==> src/rtl/mem_stream_pkg.sv <==
// Shared constants, FSM state type and length clamp for the RAM stream reader.
package mem_stream_pkg;

  localparam int MEM_ADDR_W  = 10;
  localparam int MEM_DATA_W  = 32;
  localparam int MEM_MAX_LEN = 1024;

  typedef enum logic [2:0] {
    IDLE  = 3'd0,
    ISSUE = 3'd1,
    DRAIN = 3'd2,
    DONE  = 3'd3,
    ZERO  = 3'd4
  } reader_state_t;

  // Requests longer than the RAM are truncated to one full sweep of it.
  function automatic int unsigned clamp_len(input int unsigned len,
                                            input int unsigned max_len);
    return (len > max_len) ? max_len : len;
  endfunction

endpackage

==> src/rtl/stream_sync_fifo.sv <==
// Small synchronous FIFO holding returned RAM words until the stream takes them.
module stream_sync_fifo #(
  parameter  int W     = 32,
  parameter  int DEPTH = 4,
  localparam int PW    = (DEPTH > 1) ? $clog2(DEPTH) : 1,
  localparam int CW    = $clog2(DEPTH + 1)
) (
  input  logic          i_clk,
  input  logic          i_reset,
  input  logic          i_push,
  input  logic [W-1:0]  i_wdata,
  input  logic          i_pop,
  output logic [W-1:0]  o_rdata,
  output logic          o_full,
  output logic          o_empty,
  output logic [CW-1:0] o_count
);

  logic [DEPTH-1:0][W-1:0] r_mem;
  logic [PW-1:0]           r_wr_ptr, r_rd_ptr;
  logic [CW-1:0]           r_count;
  logic                    w_do_push, w_do_pop;

  function automatic logic [PW-1:0] next_ptr(input logic [PW-1:0] p);
    return (p == PW'(DEPTH - 1)) ? '0 : p + 1'b1;
  endfunction

  assign o_full    = (r_count == CW'(DEPTH));
  assign o_empty   = (r_count == '0);
  assign o_count   = r_count;
  assign o_rdata   = r_mem[r_rd_ptr];
  assign w_do_push = i_push && !o_full;
  assign w_do_pop  = i_pop && !o_empty;

  // Storage is cleared on reset so the head word reads as zero when idle.
  always_ff @(posedge i_clk) begin
    if (i_reset) begin
      r_mem    <= '0;
      r_wr_ptr <= '0;
      r_rd_ptr <= '0;
      r_count  <= '0;
    end else begin
      if (w_do_push) begin
        r_mem[r_wr_ptr] <= i_wdata;
        r_wr_ptr        <= next_ptr(r_wr_ptr);
      end
      if (w_do_pop) r_rd_ptr <= next_ptr(r_rd_ptr);
      r_count <= r_count + CW'(w_do_push) - CW'(w_do_pop);
    end
  end

endmodule

==> src/rtl/mem_1_stream_reader.sv <==
// Reads a run of RAM words through port s2 and emits them as one sop/eop frame.
module mem_1_stream_reader
  import mem_stream_pkg::*;
#(
  parameter int ADDR_W     = MEM_ADDR_W,
  parameter int DATA_W     = MEM_DATA_W,
  parameter int RD_LAT     = 2,
  parameter int FIFO_DEPTH = 4
) (
  input  logic                i_clk,
  input  logic                i_reset,
  input  logic                i_start,
  input  logic [ADDR_W-1:0]   i_start_addr,
  input  logic [ADDR_W:0]     i_length,
  output logic                o_busy,
  output logic                o_done,
  output logic [ADDR_W-1:0]   o_mem_address,
  output logic                o_mem_chipselect,
  output logic                o_mem_clken,
  output logic                o_mem_write,
  output logic [DATA_W/8-1:0] o_mem_byteenable,
  input  logic [DATA_W-1:0]   i_mem_readdata,
  output logic [DATA_W-1:0]   o_out_data,
  output logic                o_out_valid,
  input  logic                i_out_ready,
  output logic                o_out_sop,
  output logic                o_out_eop
);

  localparam int          CW      = $clog2(FIFO_DEPTH + 1);
  localparam int          OW      = $clog2(FIFO_DEPTH + RD_LAT + 1);
  localparam int unsigned MAX_LEN = 2 ** ADDR_W;
  localparam logic [ADDR_W:0] LEN_ZERO = '0;
  localparam logic [ADDR_W:0] LEN_ONE  = 1;

  if (FIFO_DEPTH < RD_LAT + 1) begin : g_depth_chk
    $error("FIFO_DEPTH must be at least RD_LAT+1");
  end

  reader_state_t     r_state;
  logic [ADDR_W-1:0] r_addr;
  logic [ADDR_W:0]   r_remaining, r_beats_left;
  logic              r_first;
  logic [RD_LAT-1:0] r_vld_pipe;

  logic [ADDR_W:0]   w_len;
  logic              w_accept, w_first_issue, w_issue, w_credit;
  logic              w_push, w_pop, w_full, w_empty;
  logic [CW-1:0]     w_count;
  logic [OW-1:0]     w_inflight;
  logic [DATA_W-1:0] w_rdata;

  assign w_len    = (ADDR_W + 1)'(clamp_len(32'(i_length), MAX_LEN));
  assign w_accept = !i_reset && (r_state == IDLE) && i_start;
  // The first read goes out in the start cycle itself; that is what keeps
  // start-to-first-beat at RD_LAT+1.
  assign w_first_issue = w_accept && (w_len != LEN_ZERO);
  assign w_credit = !w_full && ((w_inflight + OW'(w_count)) < OW'(FIFO_DEPTH));
  assign w_issue  = w_first_issue ||
                    (!i_reset && (r_state == ISSUE) && (r_remaining != LEN_ZERO) && w_credit);
  assign w_push   = r_vld_pipe[RD_LAT-1];
  assign w_pop    = !w_empty && i_out_ready;

  // Words requested but not yet returned by the RAM.
  always_comb begin
    w_inflight = '0;
    for (int i = 0; i < RD_LAT; i++) w_inflight = w_inflight + OW'(r_vld_pipe[i]);
  end

  // Frame FSM, address/length counters and read-latency tracker.
  always_ff @(posedge i_clk) begin
    if (i_reset) begin
      r_state      <= IDLE;
      r_addr       <= '0;
      r_remaining  <= '0;
      r_beats_left <= '0;
      r_first      <= 1'b0;
      r_vld_pipe   <= '0;
    end else begin
      r_vld_pipe <= (r_vld_pipe << 1) | RD_LAT'(w_issue);
      if (w_issue) r_addr <= o_mem_address + 1'b1;
      if (w_pop) begin
        r_beats_left <= r_beats_left - 1'b1;
        r_first      <= 1'b0;
      end
      case (r_state)
        IDLE: if (i_start) begin
          if (w_len == LEN_ZERO) begin
            r_state <= ZERO;
          end else begin
            r_state      <= (w_len == LEN_ONE) ? DRAIN : ISSUE;
            r_remaining  <= w_len - 1'b1;
            r_beats_left <= w_len;
            r_first      <= 1'b1;
          end
        end
        ISSUE: if (w_issue) begin
          r_remaining <= r_remaining - 1'b1;
          if (r_remaining == LEN_ONE) r_state <= DRAIN;
        end
        DRAIN: if (w_pop && (r_beats_left == LEN_ONE)) r_state <= DONE;
        DONE:  r_state <= IDLE;
        ZERO:  r_state <= IDLE;
        default: r_state <= IDLE;
      endcase
    end
  end

  stream_sync_fifo #(.W(DATA_W), .DEPTH(FIFO_DEPTH)) u_fifo (
    .i_clk   (i_clk),
    .i_reset (i_reset),
    .i_push  (w_push),
    .i_wdata (i_mem_readdata),
    .i_pop   (w_pop),
    .o_rdata (w_rdata),
    .o_full  (w_full),
    .o_empty (w_empty),
    .o_count (w_count)
  );

  assign o_busy           = (r_state != IDLE);
  assign o_done           = (r_state == DONE) || (r_state == ZERO);
  assign o_mem_address    = w_first_issue ? i_start_addr : r_addr;
  assign o_mem_chipselect = w_issue;
  assign o_mem_clken      = 1'b1;
  assign o_mem_write      = 1'b0;
  assign o_mem_byteenable = '1;
  assign o_out_data       = w_rdata;
  assign o_out_valid      = !w_empty;
  assign o_out_sop        = !w_empty && r_first;
  assign o_out_eop        = !w_empty && (r_beats_left == LEN_ONE);

endmodule

==> config.mk <==
export PLATFORM = sky130hd
export DESIGN_NAME = mem_1_stream_reader
export DESIGN_NICKNAME = d
export VERILOG_FILES = /design/src/rtl/mem_stream_pkg.sv /design/src/rtl/stream_sync_fifo.sv /design/src/rtl/mem_1_stream_reader.sv
export SDC_FILE = /design/constraint.sdc
export NUM_CORES = 1
export LEC_CHECK = 0
export ABC_AREA = 1
export CAP_MARGIN = 25
export CORE_MARGIN = 5
export CORE_UTILIZATION = 48
export CTS_CLUSTER_DIAMETER = 50
export DETAILED_ROUTE_END_ITERATION = 12
export PLACE_DENSITY = 0.78
export SETUP_SLACK_MARGIN = 0.2
export SYNTH_ARGS = -nofsm -noshare
export SYNTH_HDL_FRONTEND = slang
export SYNTH_HIERARCHICAL = 1
export SYNTH_SLANG_ARGS = --single-unit
export TNS_END_PERCENT = 5
==> constraint.sdc <==
create_clock -name i_clk -period 4.4 [get_ports i_clk]
set_input_delay 1.1 -clock i_clk [delete_from_list [all_inputs] [get_ports i_clk]]
set_output_delay 1.1 -clock i_clk [all_outputs]
set_load 0.01 [all_outputs]
==> Word level (Yosys, flattened, before mapping) <==
Cells that the tools add are included.
{ "word_totals": {"regBits": 173, "inputBits": 57, "wordCells": 100} }
{ "classes": {"addsub": 10, "n_lt_le_gt_ge": 5, "eq_ne": 15, "muxes": 28, "bitwise_logic": 1, "n_reduce_logical": 28} }
{ "ops": {"columns": ["op", "n"], "rows": [
  ["$bwmux 128", 1],
  ["$mux 11", 8],
  ["$bmux 32 s2", 1],
  ["$demux 32 s2", 1],
  ["$mux 32", 2],
  ["$eq 11x1->1 const B", 3],
  ["$sub 11x1->11 const B", 3],
  ["$pmux 11 s2", 1],
  ["$reduce_bool 11->1", 2],
  ["$mux 3", 5],
  ["$logic_and 1x1->1", 14],
  ["$gt 11x11->1 const B", 1],
  ["$logic_not 11->1", 1],
  ["$add 10x1->10 const B", 1],
  ["$mux 10", 1],
  ["$pmux 3 s3", 1],
  ["$ne 2x2->1 const B", 4],
  ["$reduce_and 4->1", 2],
  ["$eq 3x2->1 const B", 2],
  ["$eq 3x3->1 const B", 2],
  ["$logic_not 3->1", 2],
  ["$lt 2x3->1 const B", 2],
  ["$mux 2", 3],
  ["$add 2x1->2 const B", 2],
  ["other kinds (15)", 22]
]} }

==> Longest topological paths before layout <==
{ "logic_depth": {"ltp_word": 8, "mapped_depth": 20} }

==> Hierarchy <==
The synthesis kept the hierarchy.
{ "modules_own_cells": {"columns": ["mod", "n_inst", "cells_per_inst", "area_per_inst_um2"], "rows": [
  ["stream_sync_fifo", 1, 1237, 7531.0],
  ["mem_1_stream_reader", 1, 436, 3037.9]
]} }

==> Worst setup path after synthesis <==
OpenSTA, ideal clock, no wires.
{ "synth_timing": {"path_type": "input to output", "startpoint": "input port i_length[4]", "endpoint": "output port o_mem_address[9]", "arrival_time_ps": 2674, "t_required_ps": 3300, "setup_slack_ps": 626, "stages": 12, "n_path_buf": 1, "cell_sequence": "nor2_2 nand3_2 o21bai_4 nand2_1 ha_1 nand3_1 clkinv_1 nand2_4 nand2_4 buf_8 o21ai_0 inv_1"} }
{ "synth_between": {"elab_chain_cells": 5} }
{ "synth_lines": {"columns": ["item", "line", "source"], "rows": [
  ["start: declaration", "mem_1_stream_reader.sv:14", "input logic [ADDR_W:0] i_length,"],
  ["$gt 11x11->1", "mem_stream_pkg.sv:19", "return (len > max_len) ? max_len : len;"],
  ["$mux 11 *", "mem_stream_pkg.sv:19", null],
  ["$reduce_bool 11->1 *", "mem_1_stream_reader.sv:57", "assign w_first_issue = w_accept && (w_len != LEN_ZERO);"],
  ["$logic_and 1x1->1 *", "mem_1_stream_reader.sv:57", null],
  ["$mux 10 *", "mem_1_stream_reader.sv:123", "assign o_mem_address = w_first_issue ? i_start_addr : r_addr;"],
  ["end: declaration", "mem_1_stream_reader.sv:17", "output logic [ADDR_W-1:0] o_mem_address,"]
]} }
Mark *: on every way between the ends. The rest lies on a longest branch, timed or not.

==> Worst setup path after layout <==
{ "layout_timing": {"startpoint": "input port i_length[5]", "endpoint": "output port o_mem_address[5]"} }
Same word-level chain as after synthesis.

==> results.sh <==
export IMPL_finalHoldViolCount=0
export IMPL_grt_max_degree=115
export IMPL_synth_warnings=6
export IMPL_finalCoreUtilization=0.5703
export IMPL_path_class="in -> out"
export IMPL_grt_pass1_wl_um=46180
export IMPL_yosysTopAreaCell="dfxtp_1"
export IMPL_critPathRequiredTime_ns=3.30
export IMPL_synth_seq_cells=173
export IMPL_placementRows=54
export IMPL_nNetsFinal=1815
export IMPL_rsz0062_at_grt="true"
export IMPL_htree_levels=4
export IMPL_final_area_sq_um=12410
export IMPL_hp_start="r_vld_pipe[0]$_SDFF_PP0_"
export IMPL_wl_um=28160
export IMPL_clockBufferDepth=2
export IMPL_track_usage=0.2244
export IMPL_pre_cts_ws_ns=-0.07017
export IMPL_cts_tree="done"
export IMPL_slew_viol_final=0
export IMPL_ys_flop_type="dfxtp_1"
export IMPL_drive_gt1_frac=0.08671
export IMPL_ys_top_cells_by_count="inv_1 (349), nand2_1 (347), nor2_1 (242)"
export IMPL_synth_edf_count=0
export IMPL_cp_end_kind="output port"
export IMPL_initial_utilization=0.4858
export IMPL_slew_headroom=0.4172
export IMPL_antenna_found_initial=0
export IMPL_root_buffer="clkbuf_16"
export IMPL_via_per_inst=5.089
export IMPL_seq_area_sq_um=3468
export IMPL_io_pin_count=111
export IMPL_final_min_clock_period_ns=4.207
export IMPL_cts_inserted_buffers=17
export IMPL_p_leak_nw=5.899
export IMPL_vdd_drop_max_mv=0.3794
export IMPL_placedInstanceArea_sq_um=11770
export IMPL_die_w_um=158.4
export IMPL_layout_setup_ws_ns=0.1931
export IMPL_synthCells=1673
export IMPL_dieArea_sq_um=25090
export IMPL_final_setup_viol_count=0
export IMPL_cts_hold_buf=0
export IMPL_syn2layout_area_growth_pct=17.40
export IMPL_power_density_nw_per_um2=498.9
export IMPL_syn_area_per_cell_sq_um=6.317
export IMPL_clkTransAtPathRegs_ns=0.07
export IMPL_die_y_um=158.4
export IMPL_synth_seq_area_share=0.3277
export IMPL_synth_area_top_cells="dfxtp_1 (33%), inv_1 (12%), nand2_1 (12%)"
export IMPL_r2r_start="r_vld_pipe[1]$_SDFF_PP0_"
export IMPL_hold_ws_ns=0.4205
export IMPL_drt_iter0_markers=979
export IMPL_critPathMaxFanout=4
export IMPL_status="completed"
export IMPL_drv_cap=0
export IMPL_skew_ns=0.01075
export IMPL_wire_per_inst_um=13.85
export IMPL_dp_final_hpwl_um=17640
export IMPL_fin_cells=2033
export IMPL_async_flop_share=0
export IMPL_drt_pass1_iter_count=5
export IMPL_coreArea_sq_um=21760
export IMPL_min_to="r_vld_pipe[1]$_SDFF_PP0_"
export IMPL_place_inst=1998
export IMPL_arrival_ns=3.11
export IMPL_worst_slew_pin_slew_ns=0.8732
export IMPL_hp_class="reg -> reg"
export IMPL_r2r_slack_ns=1.60
export IMPL_vias=10350
export IMPL_ant_nets=0
export IMPL_yosysMostFrequentCell="inv_1"
export IMPL_cp_start_kind="input port"
export IMPL_min_path_cells=2
export IMPL_finalSetupTns_ns=0
export IMPL_fmax_mhz=237.7
export IMPL_total_power_mw=6.191
export IMPL_grt_pass1_vias=9682
export IMPL_final_period_utilization=0.9561
export IMPL_synth_top_area_frac=0.3277
export IMPL_rr_worst_depth=14
export IMPL_n_fill_cell=2034
export IMPL_multi_input_area_sq_um=5152
export IMPL_syn_area_sq_um=10570
export IMPL_gp_congestion=0.9156
export IMPL_overflow=0
export IMPL_port_buffer_count=104
export IMPL_yosysUniqueCellTypes=52
export IMPL_diodes=0
export IMPL_clock_latency_ns=0.43
export IMPL_cts_sinks=173
export IMPL_drc=0
export IMPL_r2r_end="r_remaining[4]$_SDFFE_PP0P_"
[critical path: stages]
cell and delay (ns):
clkdlybuf4s50_1 0.44, nor2_2 0.15, nand3_2 0.11, o21bai_4 0.16
nand2_2 0.07, ha_1 0.18, nand3_1 0.10, clkinv_2 0.07
nand2_4 0.10, nand2_4 0.08, buf_4 0.17, nand2_4 0.06
nand2_4 0.04, dlygate4sd2_1 0.27
[final cells by class]
cell class,count,share of cell area
flip-flops and latches,173,0.2795
multi-input cells,1033,0.4152
clock inverters,15,0.01180
inverters,363,0.1106
repair buffers,152,0.1203
well taps,280,0.02823
clock buffers,17,0.03428
[how the worst max path moves through the flow]
stage | cells after the start | endpoint | slack, ns | start
6_report | 14 | o_mem_address[5] | 0.19 | i_length[5]
5_1_grt | 14 | o_mem_address[5] | 0.09 | i_length[5]
4_1_cts | 14 | o_mem_address[6] | 0.18 | i_length[5]
3_5_place_dp | 13 | o_mem_address[9] | -0.07 | i_length[4]
3_3_place_gp | 13 | o_mem_address[9] | -0.02 | i_length[4]
2_1_floorplan | 12 | o_mem_address[9] | 0.63 | i_length[4]
[registers in the layout, summed over array words and instances (netlist names)]
name	cells
u_fifo/r_wr_ptr	2
r_remaining	11
r_addr	10
u_fifo/r_rd_ptr	2
r_first	1
u_fifo/o_count	3
r_state	3
r_beats_left	11
r_vld_pipe	2
u_fifo/r_mem	128
[cell families after synthesis]
family          count (synthesis)  share of synthesized area
simple gates                  817                     0.3548
other cells                     2                  0.0007106
compound gates                177                    0.09554
xor+xnor                       15                    0.01243
buf+inv                       471                     0.1868
flops                         173                     0.3277
fa+ha+maj                      18                    0.02202
[where the power goes]
part / internal [mW] / total (mW) / switching [mW]
Combinational: 1.07 / 2.72 / 1.65
Clock: 0.754 / 1.47 / 0.719
Sequential: 1.81 / 2.00 / 0.188
[timing repair]
item | 4_1_cts | 5_1_grt
resized for setup | 17 | 10
pin swaps | 1 | 8
setup buffers | 0 | 1
endpoints found under the setup margin | 11 | 11
cloned | 0 | 0
[layer usage]
metal | vias to the layer above | global-route usage | part of all wire
met5 | - | 0 | 0
met4 | 0 | 0.07636 | 0.018
met3 | 42 | 0.05001 | 0.074
met2 | 324 | 0.3772 | 0.47
met1 | 4683 | 0.2852 | 0.43
li1 | 5297 | - | -
[placed cells by master, fill, tap and decap left out, types with 3 or more instances in the layout]
cell type / instances
clkdlybuf4s15_1: 5
inv_1: 349
nand3_4: 4
buf_12: 4
nor2_4: 4
clkinv_4: 3
ha_1: 17
nor2_1: 242
buf_4: 42
nand2_1: 346
a211oi_1: 4
clkbuf_16: 17
clkdlybuf4s50_1: 88
inv_8: 4
conb_1: 6
o22ai_1: 36
nand3_2: 6
nor3_1: 10
o211ai_1: 6
inv_2: 9
o21ai_0: 92
xor2_1: 13
nand3_1: 32
o21ai_1: 6
nand4_1: 134
dlymetal6s2s_1: 5
nor2_2: 6
a21oi_1: 20
dfxtp_1: 171
nand2_2: 12
nand2_4: 13
a21oi_2: 3
dlygate4sd2_1: 5
inv_6: 6
(Power assumes the default switching activity.)
